`src/rtl/first_nios2_system_sysid_pkg.sv`:
```
// rtl/first_nios2_system_sysid_pkg.sv - shared types and constants for the sysid boot checker
//
// Purpose: checker FSM state encoding, sysid slave word addresses and the
// default build-time expected values used by the checker and its counter.
package first_nios2_system_sysid_pkg;

  typedef enum logic [1:0] {
    ST_IDLE  = 2'd0,
    ST_RD_ID = 2'd1,
    ST_RD_TS = 2'd2,
    ST_CMP   = 2'd3
  } sysid_state_e;

  localparam logic SYSID_ADDR_ID = 1'b0;
  localparam logic SYSID_ADDR_TS = 1'b1;

  localparam logic [31:0] DEFAULT_EXPECTED_ID = 32'd0;
  localparam logic [31:0] DEFAULT_EXPECTED_TS = 32'd1363341622;

  localparam int unsigned LAT_CNT_W       = 3;
  localparam logic [7:0]  CHECK_COUNT_MAX = 8'd255;

endpackage

```
`src/rtl/first_nios2_system_sysid_lat_cnt.sv`:
```
// rtl/first_nios2_system_sysid_lat_cnt.sv - read-latency counter for the sysid checker
//
// Purpose: counts the cycles spent waiting on one sysid read so the checker
// knows which cycle carries valid readdata.
// Ports:
//   clock_i    system clock
//   reset_n_i  asynchronous active-low reset
//   clr_i      force count to 0 on next edge (wins over inc_i)
//   inc_i      increment count on next edge
//   count_o    current count
//   hit_o      count_o == READ_LATENCY
module first_nios2_system_sysid_lat_cnt
  import first_nios2_system_sysid_pkg::*;
#(
  parameter int unsigned READ_LATENCY = 0
) (
  input  logic                 clock_i,
  input  logic                 reset_n_i,
  input  logic                 clr_i,
  input  logic                 inc_i,
  output logic [LAT_CNT_W-1:0] count_o,
  output logic                 hit_o
);

  localparam logic [LAT_CNT_W-1:0] HIT_VALUE = LAT_CNT_W'(READ_LATENCY);

  logic [LAT_CNT_W-1:0] cnt_q, cnt_d;

  always_comb begin
    cnt_d = cnt_q;
    if (clr_i) begin
      cnt_d = '0;
    end else if (inc_i) begin
      cnt_d = cnt_q + LAT_CNT_W'(1);
    end
  end

  always_ff @(posedge clock_i or negedge reset_n_i) begin
    if (!reset_n_i) begin
      cnt_q <= '0;
    end else begin
      cnt_q <= cnt_d;
    end
  end

  assign count_o = cnt_q;
  assign hit_o   = (cnt_q == HIT_VALUE);

endmodule

```
`config.mk`:
```
export PLATFORM = sky130hd
export DESIGN_NAME = first_nios2_system_sysid_lat_cnt
export DESIGN_NICKNAME = d
export VERILOG_FILES = /design/src/rtl/first_nios2_system_sysid_pkg.sv /design/src/rtl/first_nios2_system_sysid_lat_cnt.sv
export SDC_FILE = /design/constraint.sdc
export NUM_CORES = 1
export LEC_CHECK = 0
export BUFFER_PORTS_ARGS = -buffer_cell sky130_fd_sc_hd__buf_2
export CAP_MARGIN = 10
export CORE_AREA = 2 2 39 41
export CTS_CLUSTER_DIAMETER = 80
export DETAILED_ROUTE_END_ITERATION = 10
export DIE_AREA = 0 0 41 43
export GPL_ROUTABILITY_DRIVEN = 0
export PLACE_DENSITY = 0.36
export SLEW_MARGIN = 20
export SYNTH_ARGS = -nofsm -noshare
export SYNTH_HDL_FRONTEND = slang
export SYNTH_SLANG_ARGS = --single-unit
```
`constraint.sdc`:
```
create_clock -name clock_i -period 1.6 [get_ports clock_i]
set_clock_uncertainty 0.2 [all_clocks]
set_input_delay 0.16 -clock clock_i [delete_from_list [all_inputs] [get_ports clock_i]]
set_output_delay 0.16 -clock clock_i [all_outputs]
set_load 0.02 [all_outputs]
```
## Yosys cells after proc, flatten, opt, wreduce, memory -nomap -nowiden

Index checks and enable logic that the tools add are counted.

- Register bits: 3

- $add $sub $neg: 1
- Mux-type cells: 2
- Reductions and logical operators: 2

Operators with widths:

| operator | number |
|---|---|
| 2-to-1 mux 3 bit | 2 |
| adder 3 x 1 -> 3 bit, second input constant | 1 |
| zero test 3 bit | 1 |
| nonzero test 2 bit | 1 |

## Longest topological paths before layout

Gate-level depths: netlist of run 1.

- Word-level depth: 3
- Mapped depth: 4

## Worst setup path before layout of run 1

Ideal clock, no wire load.

- Path kind: register -> output
- Start: register cnt_q[0] (netlist: count_o[0])
- End: output port hit_o
- Data arrival time: 1006 ps
- Slack: 234 ps
- Stages on the path, launching flop included: 4
- Buffers on the path: 0
- Cells stage by stage: dfrtp_1 > inv_1 > ha_1 > nor2b_1

- Longest elaborated chain between the ends: 1

Ends and longest elaborated chain:

| item | line | source |
|---|---|---|
| start, declared | first_nios2_system_sysid_lat_cnt.sv:27 | `logic [LAT_CNT_W-1:0] cnt_q, cnt_d;` |
| start signal, assigned | first_nios2_system_sysid_lat_cnt.sv:42 | `cnt_q <= cnt_d;` |
| zero test 3 bit | first_nios2_system_sysid_lat_cnt.sv:47 | `assign hit_o = (cnt_q == HIT_VALUE);` |
| end, declared | first_nios2_system_sysid_lat_cnt.sv:22 | `output logic hit_o` |

No other way between the ends.

## Final worst setup path of run 1

Same ends and word-level chain as after synthesis.

==> results.json, run 1 <==
{
  "crit_type": "reg2out",
  "leakage_nw": 0.135,
  "grt_use_total_pct": 4.73,
  "grt_pass1_wl_um": 483,
  "die-width_um": 41,
  "grt_pass1_vias": 121,
  "synth_cells": 15,
  "fin_crit_ns": 1.50,
  "via_per_inst": 3.18,
  "synthSimpleGateAreaFrac_pct": 13.1,
  "antenna_found_initial": 0,
  "reg2reg_slack_ns": 0.35,
  "avgSynthCellArea_um2": 10.8,
  "crit_path_end_kind": "primary output",
  "drive_gt1_share_pct": 35.7,
  "grt_max_degree": 5,
  "routed_wl_um": 364,
  "cts.reportedPaths.clkPinSlew_ns": 0.04,
  "coreArea_mm2": 0.00138,
  "cts_made_buffers": 3,
  "power_density_mw_per_mm2": 1020,
  "syn2layout_area_growth_pct": 62.3,
  "tightest_slew_ns": 0.160,
  "worstHoldPathType": "in2async",
  "critical_path_buf_inv_count": 2,
  "r2r_start": "count_o[0]",
  "n_antenna_cell": 0,
  "cts_tree": "yes",
  "synth_area_leader_cell": "dfrtp_1",
  "port_buffers": 7,
  "setup_viol_count_final": 0,
  "drc_errors": 0,
  "synth_top_family_by_area": "adder cells",
  "crit_chain": "inv_1 -> ha_1 -> nor2b_1 -> buf_2",
  "largest_reg_flops": 3,
  "reg2regPathDepth": 3,
  "synth_area_leaders": "dfrtp_1 46%, ha_1 15%, a21bo_1 6.2%, mux2i_1 6.2%, xnor2_1 5.4%",
  "outcome": "completed",
  "clockBufferDepth": 2,
  "cp.required_ns": 1.24,
  "synth-compound-area-share_pct": 9.23,
  "synthMuxAreaShare_pct": 6.15,
  "post_cts_buffers": 0,
  "post_drt_wl_per_cell_um": 8.27,
  "synth_top_area_share_pct": 46.2,
  "htreeDepth": 1,
  "vias": 140,
  "yosys_warnings": 0,
  "final-hold-violation-count": 0,
  "mostFrequentLayoutCell": "buf_2",
  "critPathMaxStageDelay_ns": 0.40,
  "finalSetupTns_ns": 0,
  "ios": 8,
  "num_rows": 14,
  "drv_slew": 0,
  "rsz0062_at_grt": "false",
  "yosys.cell_types.count": 10,
  "synth_seq_cells": 3,
  "synth_seq_area_share_pct": 46.2,
  "cts_root_buffer": "clkbuf_4",
  "dieArea_mm2": 0.00176,
  "die_h_um": 43,
  "worstPathMaxFanout": 4,
  "relSlewSlack_pct": 89.3,
  "critPathTopFamily": "flip-flops",
  "drt_iter0_drc": 5,
  "critPathArrivalTime_ns": 1.14,
  "cts_sinks": 3,
  "max_cap_violations": 0,
  "crit_path_start_kind": "flop",
  "fmax_mhz": 665,
  "syn-num-nets": 21,
  "floorplan.initialDensity_pct": 11.8,
  "drtAntennaViolNets": 0,
  "grt-ovfl-total": 0,
  "fin_ws_ns": 0.0972,
  "clkLatencyLatePin_ns": 0.23,
  "cpMaxStageDelayCell": "dfrtp_1",
  "nNetsFinal": 35,
  "synthXorXnorAreaFrac_pct": 5.38,
  "place_ws_ns": 0.324,
  "syn-cell-area_um2": 163,
  "fin_crit_sh_pct": 93.9,
  "layout_common_cells": "7 x buf_2, 3 x clkbuf_4, 3 x dfrtp_1",
  "yosys.area_share.adder_pct": 15.4,
  "r2r_end": "count_o[2]",
  "dr.pass1.iters": 2,
  "peakVddDrop_mv": 0.358
}
[worst register-to-register path, stage by stage (launching register included)]
cell and delay, ns:
dfrtp_1 0.41, ha_1 0.23, a21bo_1 0.19, a21oi_1 0.14
[cells in the mapped netlist]
library cell	count
nand3b_1	1
ha_1	2
xnor2_1	1
a21bo_1	1
mux2i_1	1
a21oi_1	1
dfrtp_1	3
nor2_1	2
inv_1	2
nor2b_1	1
[through the flow]
step | util [%] | hold WS [ns] | total power [mW] | instances | area [um2]
2_1_floorplan | - | -0.336 | 0.116 | 15 | 163
3_3_place_gp | 15.7 | -0.246 | 0.135 | 38 | 218
3_5_place_dp | 15.7 | -0.242 | 0.136 | 38 | 218
4_1_cts | 19.1 | 0.0392 | 0.279 | 44 | 264
5_1_grt | 19.1 | 0.0505 | 0.294 | 44 | 264
6_report | 19.1 | 0.0492 | 0.270 | 44 | 264
[cells by family after synthesis]
family,Yosys count
AO/OA/AOI/OAI,2
XOR/XNOR,1
flip-flops,3
buffers and inverters,2
adder cells (fa/ha/maj),2
multiplexers,1
AND/OR/NAND/NOR,4
[per-layer routing]
metal  vias to the layer above  part of all wire (%)  global-route usage (%)  routed length (um)
met3                         0                    14                    3.14                  52
met4                         0                     0                    6.00                   0
li1                         73                     -                       -                   -
met1                        59                    49                    6.17                 177
met5                         -                     0                       0                   0
met2                         8                    37                    4.06                 134
[power breakdown]
group | switching [mW] | total, mW | leakage [nW] | internal, mW
clock | 0.0380 | 0.131 | 0.0150 | 0.0934
combinational | 0.0277 | 0.0503 | 0.0792 | 0.0226
sequential | 0.00630 | 0.0879 | 0.0404 | 0.0816
total | 0.0720 | 0.270 | 0.135 | 0.198
[worst max path at each step]
stage          slack (ns)  depth (start not counted)       start         end
6_report              0.1                          4  count_o[0]       hit_o
4_1_cts              0.08                          4  count_o[0]       hit_o
3_5_place_dp         0.32                          3  count_o[0]  count_o[2]
2_1_floorplan        0.23                          3  count_o[0]       hit_o
5_1_grt              0.04                          4  count_o[0]       hit_o
3_3_place_gp         0.35                          4  count_o[0]       hit_o
[what timing repair did]
action                    in CTS  in global routing
hold endpoints to repair       6                  0
gates resized for setup        0                  0
hold buffers                   2                  0
[cell type report]
class                      count  area [um2]
clock buffer                   4        26.3
tap                           16        20.0
multi-input combinational     10        80.1
timing repair buffer           9        55.1
sequential                     3        75.1
inverter                       2        7.51
fill                         156        1120
No activity file was read; power rests on OpenSTA's default activity.
==> inputs of run 2 (changes only) <==
SETUP_SLACK_MARGIN = 0.3   (was default)
==> results.json, run 2 (same netlist as run 1, synthesis figures left out) <==
{
  "grt_pass1_wl_um": 690,
  "largest_reg_flops": 3,
  "dp_cells": 38,
  "cts_tree": "yes",
  "crit_path_start_kind": "flop",
  "post_drt_wl_per_cell_um": 9.96,
  "reg2reg_slack_ns": 0.21,
  "cts_made_buffers": 3,
  "crit_path_end_kind": "primary output",
  "final_cell_area_um2": 350,
  "n_antenna_cell": 0,
  "leakage_nw": 0.166,
  "grt_max_degree": 5,
  "reg2regPathDepth": 5,
  "rsz0062_at_grt": "true",
  "grt_use_met1_pct": 9.03,
  "clkLatencyLatePin_ns": 0.23,
  "grt-ovfl-total": 0,
  "cts_root_buffer": "clkbuf_4",
  "finalSetupTns_ns": 0,
  "cts_sinks": 3,
  "ios": 8,
  "dr.pass1.iters": 4,
  "drt_iter0_drc": 6,
  "r2r_start": "count_o[0]",
  "nNetsFinal": 39,
  "crit_type": "reg2out",
  "drc_errors": 0,
  "max_cap_violations": 0,
  "grt_pass1_vias": 178,
  "relSlewSlack_pct": 90.3,
  "fin_crit_ns": 1.42,
  "dp_hpwl_um": 266,
  "busiest_layer": "met4",
  "via_per_inst": 3.48,
  "fin_crit_sh_pct": 88.6,
  "htreeDepth": 1,
  "worstPathMaxFanout": 2,
  "drtAntennaViolNets": 0,
  "drv_slew": 0,
  "place_area_um2": 221,
  "layout_common_cells": "4 x buf_2, 4 x buf_4, 3 x clkbuf_4, 3 x buf_6",
  "setup_viol_count_final": 0,
  "num_rows": 14,
  "power_density_mw_per_mm2": 902,
  "tightest_slew_ns": 0.142,
  "dieArea_mm2": 0.00176,
  "cts.reportedPaths.clkPinSlew_ns": 0.04,
  "outcome": "completed",
  "grt_use_total_pct": 6.53,
  "syn2layout_area_growth_pct": 115,
  "grt_use_met3_pct": 1.57,
  "vias": 167,
  "port_buffers": 7,
  "crit_path_start": "count_o[1]",
  "coreArea_mm2": 0.00138,
  "grtUsageMet2_pct": 5.94,
  "fmax_mhz": 705,
  "die_h_um": 43,
  "critPathArrivalTime_ns": 1.06,
  "floorplan.initialDensity_pct": 11.8,
  "clockBufferDepth": 2,
  "routed_wl_um": 478,
  "drive_gt1_share_pct": 65.6,
  "cp.required_ns": 1.24,
  "layoutNonFillerInstCount": 48,
  "totalPowerFinal_mw": 0.316,
  "die-width_um": 41,
  "worstHoldPathType": "in2async",
  "peakVddDrop_mv": 0.352,
  "fillers": 147,
  "final-hold-violation-count": 0,
  "antenna_found_initial": 0
}
==> run 2: layer usage <==
layer	vias to the layer above	part of all wire, %
met5	-	0
li1	81	-
met3	0	12
met2	13	43
met4	0	0
met1	73	44
==> run 2: power breakdown <==
part           total (mW)  leakage, nW  switching, mW  internal (mW)
Combinational      0.0975        0.112         0.0434         0.0540
Clock               0.132       0.0150         0.0383         0.0934
Sequential         0.0867       0.0390        0.00468         0.0820
==> run 2: layout make-up <==
cell class / count / area, um2 / area share, %
Tap cell: 16 / 20.0 / 5.71
Inverter: 2 / 7.51 / 2.14
Clock buffer: 4 / 26.3 / 7.50
Multi-Input combinational cell: 10 / 116 / 33.2
Sequential cell: 3 / 76.3 / 21.8
Timing Repair Buffer: 13 / 104 / 29.6
==> run 2: final timing paths <==
| check | endpoint |
|---|---|
| worst min-delay path | count_o[2] |
| worst max register to register | count_o[2] |
| worst min register to register | count_o[2] |
| min in group clock_i | count_o[0] |
| worst max-delay path | hit_o |
| max in group asynchronous | count_o[0] |
==> run 2: critical path: stages, from the launching register on <==
cell	delay, ns
dfrtp_1	0.39
inv_2	0.08
ha_4	0.12
nor2b_4	0.13
buf_6	0.12
==> run 2: timing repair <==
| item | CTS | global route |
|---|---|---|
| hold buffers | 2 | 0 |
| setup buffers | 2 | 2 |
| endpoints found under the hold margin | 6 | 0 |
| setup endpoints to repair | 1 | 4 |
| gates resized for setup | 3 | 11 |
| pin swaps | 0 | 3 |
==> run 2: per-stage QoR <==
stage	setup WS (ns)	hold slack [ns]	util, %
2_1_floorplan	0.330	-0.336	-
3_3_place_gp	0.363	-0.245	16.0
3_5_place_dp	0.342	-0.242	16.0
4_1_cts	0.159	0.0403	21.2
5_1_grt	0.125	0.0522	25.3
6_report	0.182	0.0488	25.3
